[config.mk]
export PLATFORM = sky130hd
export DESIGN_NAME = display_value_controller
export DESIGN_NICKNAME = d
export VERILOG_FILES = /design/src/rtl/display_value_controller.sv
export SDC_FILE = /design/constraint.sdc
export NUM_CORES = 1
export LEC_CHECK = 0
export ABC_AREA = 1
export ABC_CLOCK_PERIOD_IN_PS = 2900
export BUFFER_PORTS_ARGS = -buffer_cell sky130_fd_sc_hd__buf_2
export CAP_MARGIN = 20
export CORE_ASPECT_RATIO = 0.9
export CORE_UTILIZATION = 62
export DETAILED_ROUTE_END_ITERATION = 10
export GPL_ROUTABILITY_DRIVEN = 0
export PLACE_DENSITY = 0.85
export SLEW_MARGIN = 15
export SYNTH_ARGS = -nofsm -noshare
export SYNTH_HDL_FRONTEND = slang
export SYNTH_SLANG_ARGS = --single-unit
[constraint.sdc]
create_clock -name Clock -period 2.9 [get_ports Clock]
set_input_delay 0.29 -clock Clock [delete_from_list [all_inputs] [get_ports Clock]]
set_output_delay 0.29 -clock Clock [all_outputs]
set_load 0.02 [all_outputs]
[src/rtl/display_value_controller.sv]
// Binary-to-decimal display sequencer: double-dabble conversion followed by a
// single formatting cycle that publishes blank/sign/digit codes per position.
module display_value_controller #(
    parameter int WIDTH  = 16,
    parameter int DIGITS = 6
) (
    input  logic                  Clock,
    input  logic                  Resetn,
    input  logic                  Load,
    input  logic                  IsSigned,
    input  logic [WIDTH-1:0]      Value,
    output logic                  Busy,
    output logic                  Done,
    output logic [4*DIGITS-1:0]   DigitCodes
);

    localparam int BW = 4 * (DIGITS - 1);
    localparam int CW = $clog2(WIDTH + 1);
    localparam int IW = $clog2(DIGITS) + 1;

    localparam logic [3:0] CODE_MINUS = 4'd11;
    localparam logic [3:0] CODE_BLANK = 4'd15;

    typedef enum logic [1:0] {
        IDLE,
        CONVERT,
        FORMAT
    } state_t;

    state_t              state_q, state_d;
    logic                sign_q, sign_d;
    logic [WIDTH-1:0]    mag_q, mag_d;
    logic [BW-1:0]       bcd_q, bcd_d, bcd_adj;
    logic [CW-1:0]       cnt_q, cnt_d;
    logic [4*DIGITS-1:0] codes_q, codes_d, codes_fmt;
    logic                done_q, done_d;
    logic [IW-1:0]       msd;

    always_ff @(posedge Clock or negedge Resetn) begin
        if (!Resetn) begin
            state_q <= IDLE;
            sign_q  <= 1'b0;
            mag_q   <= '0;
            bcd_q   <= '0;
            cnt_q   <= '0;
            codes_q <= '1;
            done_q  <= 1'b0;
        end else begin
            state_q <= state_d;
            sign_q  <= sign_d;
            mag_q   <= mag_d;
            bcd_q   <= bcd_d;
            cnt_q   <= cnt_d;
            codes_q <= codes_d;
            done_q  <= done_d;
        end
    end

    always_comb begin
        state_d = state_q;
        sign_d  = sign_q;
        mag_d   = mag_q;
        bcd_d   = bcd_q;
        cnt_d   = cnt_q;
        codes_d = codes_q;
        done_d  = 1'b0;

        bcd_adj = bcd_q;
        for (int unsigned i = 0; i < DIGITS - 1; i++) begin
            if (bcd_q[4*i +: 4] >= 4'd5)
                bcd_adj[4*i +: 4] = bcd_q[4*i +: 4] + 4'd3;
        end

        case (state_q)
            IDLE: begin
                if (Load) begin
                    sign_d  = IsSigned & Value[WIDTH-1];
                    mag_d   = sign_d ? (~Value + 1'b1) : Value;
                    bcd_d   = '0;
                    cnt_d   = '0;
                    state_d = CONVERT;
                end
            end
            CONVERT: begin
                {bcd_d, mag_d} = {bcd_adj[BW-2:0], mag_q, 1'b0};
                cnt_d = cnt_q + 1'b1;
                if (cnt_q == CW'(WIDTH - 1))
                    state_d = FORMAT;
            end
            FORMAT: begin
                codes_d = codes_fmt;
                done_d  = 1'b1;
                state_d = IDLE;
            end
            default: state_d = IDLE;
        endcase
    end

    // Digit 0 is always shown; the sign sits just left of the leading digit.
    always_comb begin
        msd = '0;
        for (int unsigned i = 1; i < DIGITS - 1; i++) begin
            if (bcd_q[4*i +: 4] != 4'd0)
                msd = IW'(i);
        end
        codes_fmt = '1;
        for (int unsigned i = 0; i < DIGITS; i++) begin
            if ((i < DIGITS - 1) && (IW'(i) <= msd))
                codes_fmt[4*i +: 4] = bcd_q[4*i +: 4];
            else if (sign_q && (IW'(i) == msd + 1'b1))
                codes_fmt[4*i +: 4] = CODE_MINUS;
            else
                codes_fmt[4*i +: 4] = CODE_BLANK;
        end
    end

    always_comb begin
        Busy       = (state_q != IDLE);
        Done       = done_q;
        DigitCodes = codes_q;
    end

endmodule

==> flow_summary.json, run 1 <==
{
  "whs_endpoint": "mag_q[14]",
  "timing.hold.ws_ps": 236,
  "clk_latency_ps": 340,
  "synth_most_common_cell": "nand2_1",
  "cts_buffer_depth": 2,
  "synth.cell_area_um2": 3600,
  "dr_total_vias": 3050,
  "synth_area_leader_cell": "dfrtp_1",
  "wl_per_cell_um": 13.1,
  "htreeDepth": 3,
  "vdd_drop_max_mv": 0.505,
  "grt_pass1_wl_mm": 11.7,
  "place_hpwl_mm": 5.10,
  "numCtsBuffers": 9,
  "grt_max_degree": 67,
  "yosysTopAreaCellShare_pct": 31.3,
  "final.setup.tns_ps": 0,
  "dieArea_um2": 6110,
  "min_period_ps": 2130,
  "wl_mm": 7.07,
  "yosysSeqAreaShare_pct": 46.6,
  "worstPathMaxFanout": 7,
  "reg2reg_depth": 12,
  "drc": 0,
  "clock_skew_ps": 9.15,
  "max-slew-margin-rel_pct": 50.6,
  "rows": 25,
  "use_met3_pct": 5.64,
  "outcome": "finished clean",
  "hold_buffers": 1,
  "min_from": "Value[14]",
  "start_util_pct": 66.5,
  "antenna-diode-count": 0,
  "hold_viol_final": 0,
  "max_stage_delay_ps": 380,
  "power.leakage_nw": 1.89,
  "synth.distinct_cells": 35,
  "final_cell_count_no_fill": 540,
  "synth_area_leaders": "dfrtp_1 31%, dfstp_2 15%, o21ai_0 8.3%",
  "numPortBuffers": 42,
  "grt_usage_pct": 25.6,
  "met2_usage_pct": 43.3,
  "syn_area_per_cell_um2": 8.46,
  "grt_pass1_vias": 2751,
  "dp_cells": 523,
  "ys_async_sr_fraction_pct": 100,
  "cts.repair.resized": 0,
  "busiest_layer": "met2",
  "dieHeight_um": 74.3,
  "setup_violations": 0,
  "clock-sinks": 66,
  "critPathKind": "flip-flop to flip-flop",
  "r2r_slack_ps": 770,
  "worstSetupEndpointType": "flip-flop",
  "arrival_ps": 2390,
  "maxSlewViolCount": 0,
  "synth_commonest_cells": "62 x nand2_1, 60 x o21ai_0, 45 x dfrtp_1",
  "max_freq_mhz": 470,
  "max_slew.worst_pin.slew_ps": 740,
  "vias_per_cell": 5.65,
  "cp_cell_sequence": "inv_1 > ha_1 > nand2_4 > nor2_8 > inv_1 > nor2_2 > nand2_1 > ha_1 > nor2_1 > nand2_1 > o21bai_1 > a21oi_1",
  "cap_viol_max_count": 0,
  "nNetsFinal": 505,
  "first_iter_violations": 163,
  "hold_path.class": "primary input to flip-flop",
  "final_layout_size_suffix_gt1_share_pct": 20.5,
  "fin_crit_sh_pct": 73.4,
  "grt_util_met1_pct": 31.4,
  "reg2reg_from": "bcd_q[17]",
  "synthFlopType": "dfrtp_1",
  "ant_nets": 0,
  "slowest_stage": "dfrtp_1",
  "io-pin-count": 46,
  "antenna_found_initial": 0,
  "grt-ovfl-total": 0,
  "ys_warn_count": 0,
  "start_kind": "flip-flop",
  "area_delta_synth_final_pct": 11.0,
  "cts.clk_slew.worst_paths_ps": 60,
  "syn-instance-count": 425,
  "post_cts_buffers": 0,
  "synth.ff_latch_count": 66,
  "dr.pass1.iters": 5,
  "cts_tree": "done",
  "fp.coreArea_um2": 5410,
  "cts_root_buf": "clkbuf_8",
  "powerDensity_nw_per_um2": 992,
  "nFillCells": 418,
  "r2r-end": "DigitCodes[6]",
  "synth_edf_count": 0,
  "hold_depth": 4,
  "fp.dieW_um": 82.3,
  "rsz0062_at_grt": "false",
  "required_ps": 3160
}
==> through the flow <==
stage / cell area [um^2] / setup slack (ps) / total power [mW] / util [%]
4_1_cts: 3990 / 780 / 3.97 / 73.8
6_report: 3990 / 770 / 3.96 / 73.8
3_3_place_gp: 3830 / 899 / 3.24 / 70.8
3_5_place_dp: 3830 / 814 / 3.33 / 70.8
2_1_floorplan: 3600 / 1000 / 2.94 / -
5_1_grt: 3990 / 576 / 4.31 / 73.8
==> kinds of logic (layout without fill, tap and decap cells) <==
kind of cell	count (synthesis)	in the layout	synth area share, %
AOI/OAI and AO/OA	126	126	19.9
xor gates and xnor gates	5	5	1.22
and+or+nand+nor	142	142	17.8
buffers and inverters	68	114	8.38
other	1	3	0.104
adders and majority gates	17	17	5.91
DFF	66	66	46.6
==> power breakdown <==
part / switching [mW] / total [mW] / internal (mW)
clock: 0.310 / 0.621 / 0.311
combinational: 1.12 / 1.76 / 0.640
sequential: 0.251 / 1.58 / 1.33
total: 1.68 / 3.96 / 2.28
==> worst max path at each step <==
| stage | cells after the start | endpoint | slack, ps | from |
|---|---|---|---|---|
| floorplan | 12 | DigitCodes[6] | 1000 | bcd_q[16] |
| global placement | 11 | DigitCodes[6] | 900 | bcd_q[12] |
| detailed placement | 12 | DigitCodes[6] | 810 | bcd_q[17] |
| CTS | 12 | DigitCodes[6] | 780 | bcd_q[17] |
| global route | 12 | DigitCodes[6] | 580 | bcd_q[17] |
| finish | 12 | DigitCodes[6] | 770 | bcd_q[17] |
==> cell usage in the layout (no fill, tap or decap), drive strengths merged, types with 14 or more instances in the layout <==
master | Yosys | routed
dfstp | 21 | 21
dfrtp | 45 | 45
ha | 17 | 17
nand2 | 63 | 63
nor2 | 43 | 43
inv | 51 | 51
nand3 | 27 | 27
o21ai | 64 | 64
a22oi | 15 | 15
buf | 16 | 46
a21oi | 21 | 21
a31oi | 14 | 14
clkbuf | 1 | 15
==> state kept, by name (all words and copies together) (netlist names) <==
name,cells
cnt_q,5
DigitCodes,21
Done,1
state_q,2
bcd_q,20
mag_q,16
sign_q,1
==> critical path, delay by kind of cell (launching register included) <==
kind                       cells  cell delay [ps]
AOI/OAI and AO/OA              2              200
adders and majority gates      2              530
and+or+nand+nor                6              680
DFF                            1              380
buffers and inverters          2              270
==> layer usage <==
layer | routed length [um] | part of all wire, %
met5 | 0 | 0
met4 | 112 | 1.6
met3 | 331 | 4.7
met1 | 3250 | 46
met2 | 3380 | 48
==> layout make-up <==
class	count	area (um^2)	share of cell area (%)
clock buffer	15	146	3.67
multi-input combinational	293	1630	40.7
clock inverter	1	5.00	0.125
sequential	66	1680	42.0
timing repair buffer	47	263	6.58
tap	67	83.8	2.10
inverter	51	191	4.79
Power figures use the tool's default switching activity.
==> inputs of run 2 (changes only) <==
ABC_CLOCK_PERIOD_IN_PS = 1800   (was 2900)
CORE_UTILIZATION = 52   (was 62)
PLACE_DENSITY = 0.76   (was 0.85)
clock period = 1.8 ns   (was 2.9 ns; I/O delays follow)
==> flow_summary.json, run 2 (synthesized netlist as in run 1, its figures left out) <==
{
  "outcome": "finished clean",
  "p_int_mw": 4.31,
  "worstSetupEndpointType": "flip-flop",
  "critPathKind": "flip-flop to flip-flop",
  "required_ps": 2080,
  "vdd_drop_max_mv": 0.546,
  "busiest_layer": "met2",
  "powerDensity_nw_per_um2": 1690,
  "first_iter_violations": 240,
  "hold_viol_final": 0,
  "cts_root_buf": "clkbuf_8",
  "cts_buffer_depth": 2,
  "arrival_ps": 2060,
  "start_util_pct": 54.3,
  "numCtsBuffers": 9,
  "min_period_ps": 1780,
  "pre_cts_ws_ps": -38.0,
  "seq_power_share_pct": 34.8,
  "io-pin-count": 46,
  "comb_power_share_pct": 47.1,
  "placed_cell_area_um2": 4000,
  "fp.coreArea_um2": 6620,
  "area_delta_synth_final_pct": 20.8,
  "cts.clk_slew.worst_paths_ps": 70,
  "vias_per_cell": 5.42,
  "start_kind": "flip-flop",
  "reg2reg_from": "bcd_q[9]",
  "wl_mm": 8.02,
  "maxSlewViolCount": 0,
  "dieArea_um2": 7250,
  "cap_viol_max_count": 0,
  "grt_max_degree": 47,
  "final.setup.tns_ps": 0,
  "grt_usage_pct": 23.8,
  "place_hpwl_mm": 5.48,
  "worstPathMaxFanout": 2,
  "rows": 28,
  "clock_skew_ps": 10.1,
  "final_layout_size_suffix_gt1_share_pct": 28.4,
  "reg2reg_depth": 10,
  "cp_cell_sequence": "inv_2 > ha_4 > nand2_1 > nor2_2 > nand2_2 > nand2_2 > nand2_2 > ha_4 > a31o_2 > a31oi_1",
  "nFillCells": 545,
  "dieHeight_um": 80.9,
  "nNetsFinal": 528,
  "ant_nets": 0,
  "hold_path.class": "primary input to flip-flop",
  "swShare_pct": 41.2,
  "p_switching_mw": 3.03,
  "grt_pass1_wl_mm": 13.2,
  "power.leakage_nw": 2.04,
  "p_clk_share_pct": 18.0,
  "htreeDepth": 3,
  "largest_register_ffs": 21,
  "dr.pass1.iters": 4,
  "r2r_slack_ps": 20,
  "stdcell_area_um2": 4340,
  "numPortBuffers": 42,
  "clk_latency_ps": 350,
  "antenna-diode-count": 0,
  "setup_violations": 0,
  "wl_per_cell_um": 13.7,
  "antenna_found_initial": 0,
  "layout_setup_ws_ps": 20.7,
  "final_cell_mix": "59 x nand2_1, 59 x o21ai_0, 45 x dfrtp_1, 42 x buf_2, 37 x inv_1",
  "max_freq_mhz": 562,
  "grt_pass1_vias": 2995,
  "grt-ovfl-total": 0,
  "crit_path_end": "DigitCodes[18]",
  "drc": 0,
  "met2_usage_pct": 40.1,
  "r2r-end": "DigitCodes[18]",
  "use_met3_pct": 4.17,
  "crit_start": "bcd_q[9]",
  "clock-sinks": 66,
  "dr_total_vias": 3177,
  "fp.dieW_um": 89.7,
  "utilization_pct": 65.6,
  "max_stage_delay_ps": 400,
  "grt_util_met1_pct": 29.7,
  "cts_tree": "done",
  "fin_crit_sh_pct": 98.9,
  "cpMostUsedCell": "nand2_2",
  "slowest_stage": "dfrtp_1"
}
==> run 2: cell count changes in the layout (fill, tap and decap cells not counted), sizes merged <==
cell,delta
buf,+23
bufinv,+2
clkbuf,-2
==> run 2: timing repair <==
| action | in CTS | in global routing |
|---|---|---|
| cloned | 0 | 0 |
| endpoints found under the hold margin | 3 | 0 |
| pin swaps | 2 | 8 |
| buffers inserted | 1 | 4 |
| hold buffers | 1 | 0 |
| gates resized for setup | 4 | 17 |
| setup endpoints to repair | 6 | 5 |
==> run 2: worst max-delay path: cells and delay by family, from the launching register on <==
family	cells	cell delay [ps]
buf+inv	1	90
flops	1	400
simple gates	5	450
fa+ha+maj	2	380
compound gates	2	380
==> run 2: worst min-delay path by stage <==
stage,start,endpoint,cells past startpoint
floorplan,Resetn,Done,0
global placement,Resetn,Done,1
finish,Value[14],mag_q[14],4
global route,Value[15],mag_q[15],3
CTS,Value[15],mag_q[15],3
detailed placement,Resetn,Done,1
==> run 2: power by group through the flow <==
| stage | registers (mW) | clock network [mW] | logic [mW] |
|---|---|---|---|
| final | 2.56 | 1.33 | 3.46 |
| after global routing | 2.64 | 1.39 | 3.90 |
| after CTS | 2.55 | 1.33 | 3.23 |
| after detailed placement | 2.56 | 0 | 3.12 |
| after global placement | 2.53 | 0 | 3.00 |
| after floorplan | 2.62 | 0 | 2.13 |
==> run 2: per-layer routing <==
layer	vias up	part of all wire, %
li1	1574	-
met1	1487	45
met2	99	48
met3	17	4.8
met4	0	2.3
met5	-	0
==> run 2: area by class of cell <==
class / count / area (um^2) / area share (%)
Clock buffer: 13 / 139 / 3.20
Clock inverter: 3 / 65.1 / 1.50
Inverter: 51 / 191 / 4.41
Multi-Input combinational cell: 293 / 1720 / 39.7
Sequential cell: 66 / 1680 / 38.6
Tap cell: 90 / 113 / 2.59
Timing Repair Buffer: 70 / 435 / 10.0
==> run 2: through the flow <==
step	std cells	hold slack, ps	power, mW
after detailed placement	564	158	5.68
after global placement	564	156	5.53
final	586	107	7.34
after CTS	582	107	7.11
after floorplan	427	-116	4.75
after global routing	586	131	7.93
==> inputs of run 3 (changes only) <==
CORE_UTILIZATION = 41   (was 52)
CTS_BUF_LIST = sky130_fd_sc_hd__clkbuf_8   (was unset)
PLACE_DENSITY = unset   (was 0.76)
==> flow_summary.json, run 3 (synthesized netlist as in run 1, its figures left out) <==
{
  "final_cell_mix": "59 x nand2_1, 58 x o21ai_0, 45 x dfrtp_1, 42 x buf_2, 37 x inv_1",
  "outcome": "finished clean",
  "grt_usage_pct": 18.7,
  "start_util_pct": 42.2,
  "highest_layer": "met4",
  "antenna-diode-count": 0,
  "start_kind": "flip-flop",
  "grt_pass1_wl_mm": 13.4,
  "cts_buffer_depth": 2,
  "first_iter_violations": 117,
  "grt-ovfl-total": 0,
  "p_switching_mw": 2.98,
  "placed_cell_area_um2": 4050,
  "final_cell_count_no_fill": 614,
  "power.total_mw": 7.18,
  "largest_register_ffs": 21,
  "cap_viol_max_count": 0,
  "place_hpwl_mm": 5.62,
  "max_stage_delay_ps": 370,
  "comb_power_share_pct": 46.9,
  "slowest_stage": "dfrtp_1",
  "clk_latency_ps": 350,
  "rsz0062_at_grt": "true",
  "numCtsBuffers": 9,
  "dieArea_um2": 9150,
  "critPathKind": "flip-flop to flip-flop",
  "hold_viol_final": 0,
  "drc": 0,
  "fin_crit_sh_pct": 96.0,
  "utilization_pct": 51.1,
  "cp_cell_sequence": "inv_1 > ha_4 > nand3_2 > nor2_4 > nor2_4 > nand2_2 > ha_4 > a31o_2 > a31oi_1",
  "vias_per_cell": 5.10,
  "area_delta_synth_final_pct": 21.2,
  "arrival_ps": 2010,
  "dieHeight_um": 90.9,
  "wl_met3_um": 313,
  "worstPathMaxFanout": 3,
  "rows": 32,
  "dp_cells": 595,
  "antenna_found_initial": 0,
  "seq_power_share_pct": 35.4,
  "maxSlewViolCount": 0,
  "powerDensity_nw_per_um2": 1650,
  "final.setup.tns_ps": 0,
  "required_ps": 2080,
  "io-pin-count": 46,
  "power.leakage_nw": 2.02,
  "setup_violations": 0,
  "p_clk_share_pct": 17.7,
  "final_layout_size_suffix_gt1_share_pct": 28.5,
  "swShare_pct": 41.5,
  "nNetsFinal": 527,
  "fp.coreArea_um2": 8530,
  "clock_skew_ps": 11.0,
  "grt_pass1_vias": 2902,
  "ant_nets": 0,
  "wl_per_cell_um": 12.9,
  "cts.clk_slew.worst_paths_ps": 80,
  "wl_mm": 7.92,
  "min_period_ps": 1730,
  "layout_commonest_cell": "nand2_1",
  "wl_met2_mm": 3.68,
  "p_int_mw": 4.19,
  "dr.pass1.iters": 4,
  "numPortBuffers": 42,
  "vdd_drop_max_mv": 0.630,
  "path_buf_inv": 1,
  "cts_root_buf": "clkbuf_8",
  "grt_max_degree": 67,
  "wirelength_met1_mm": 3.86,
  "dr_total_vias": 3130,
  "hold_path.class": "primary input to flip-flop",
  "htreeDepth": 3,
  "fp.dieW_um": 101,
  "stdcell_area_um2": 4360,
  "clock-sinks": 66,
  "critPathTopFamily": "simple AND/OR/NAND/NOR gates",
  "worstSetupEndpointType": "flip-flop",
  "cts_tree": "done",
  "max_freq_mhz": 578
}
==> run 3: cell types whose count changed in the layout (fill, tap and decap cells not counted), sizes merged <==
cell	change
clkinvlp	+3
buf	-1
clkinv	+1
bufinv	-1
clkbuf	-3
==> run 3: final timing paths <==
path / start / end / slack (ps) / depth (start not counted)
max reg2reg: bcd_q[12] / DigitCodes[18] / 70 / 9
min: Value[14] / mag_q[14] / 120 / 4
min reg2reg: DigitCodes[3] / DigitCodes[3] / 480 / 2
min in group asynchronous: Resetn / Done / 360 / 3
max: bcd_q[12] / DigitCodes[18] / 70 / 9
max in group asynchronous: Resetn / DigitCodes[7] / 1080 / 3
==> run 3: tightest hold or removal path, stage by stage <==
cell and delay (ps):
buf_2 90, nand2_1 50, nand3_1 60, nand2_1 50
==> run 3: cell type report <==
type	count	area (um^2)
clock buffers	10	138
clock inverters	6	66.3
multi-input cells	293	1710
inverters	51	191
flip-flops and latches	66	1680
fillers	827	4170
repair buffers	69	428
well taps	119	149
==> run 3: stage by stage <==
stage	hold slack [ps]	worst slack (ps)
2_1_floorplan	-116	3.36
3_3_place_gp	224	42.7
3_5_place_dp	227	-17.7
4_1_cts	112	15.8
5_1_grt	116	-34.4
6_report	120	71.2
==> run 3: timing repair <==
| item | 4_1_cts | 5_1_grt |
|---|---|---|
| hold buffers | 1 | 0 |
| endpoints found under the hold margin | 45 | 0 |
| setup endpoints to repair | 2 | 7 |
| buffers inserted | 0 | 2 |
| pin swaps | 2 | 6 |
| gates resized for setup | 1 | 18 |
==> run 3: power groups by stage <==
stage	Clock (mW)	Sequential, mW	Combinational [mW]
2_1_floorplan	0	2.62	2.13
3_3_place_gp	0	2.54	3.10
3_5_place_dp	0	2.56	3.17
4_1_cts	1.31	2.53	3.20
5_1_grt	1.38	2.62	3.86
6_report	1.27	2.54	3.37
==> run 3: routing by layer <==
| layer | vias to the layer above | GRT usage [%] |
|---|---|---|
| met2 | 54 | 29.1 |
| met1 | 1506 | 25.7 |
| li1 | 1563 | - |
| met5 | - | 0 |
| met3 | 7 | 5.34 |
| met4 | 0 | 3.99 |
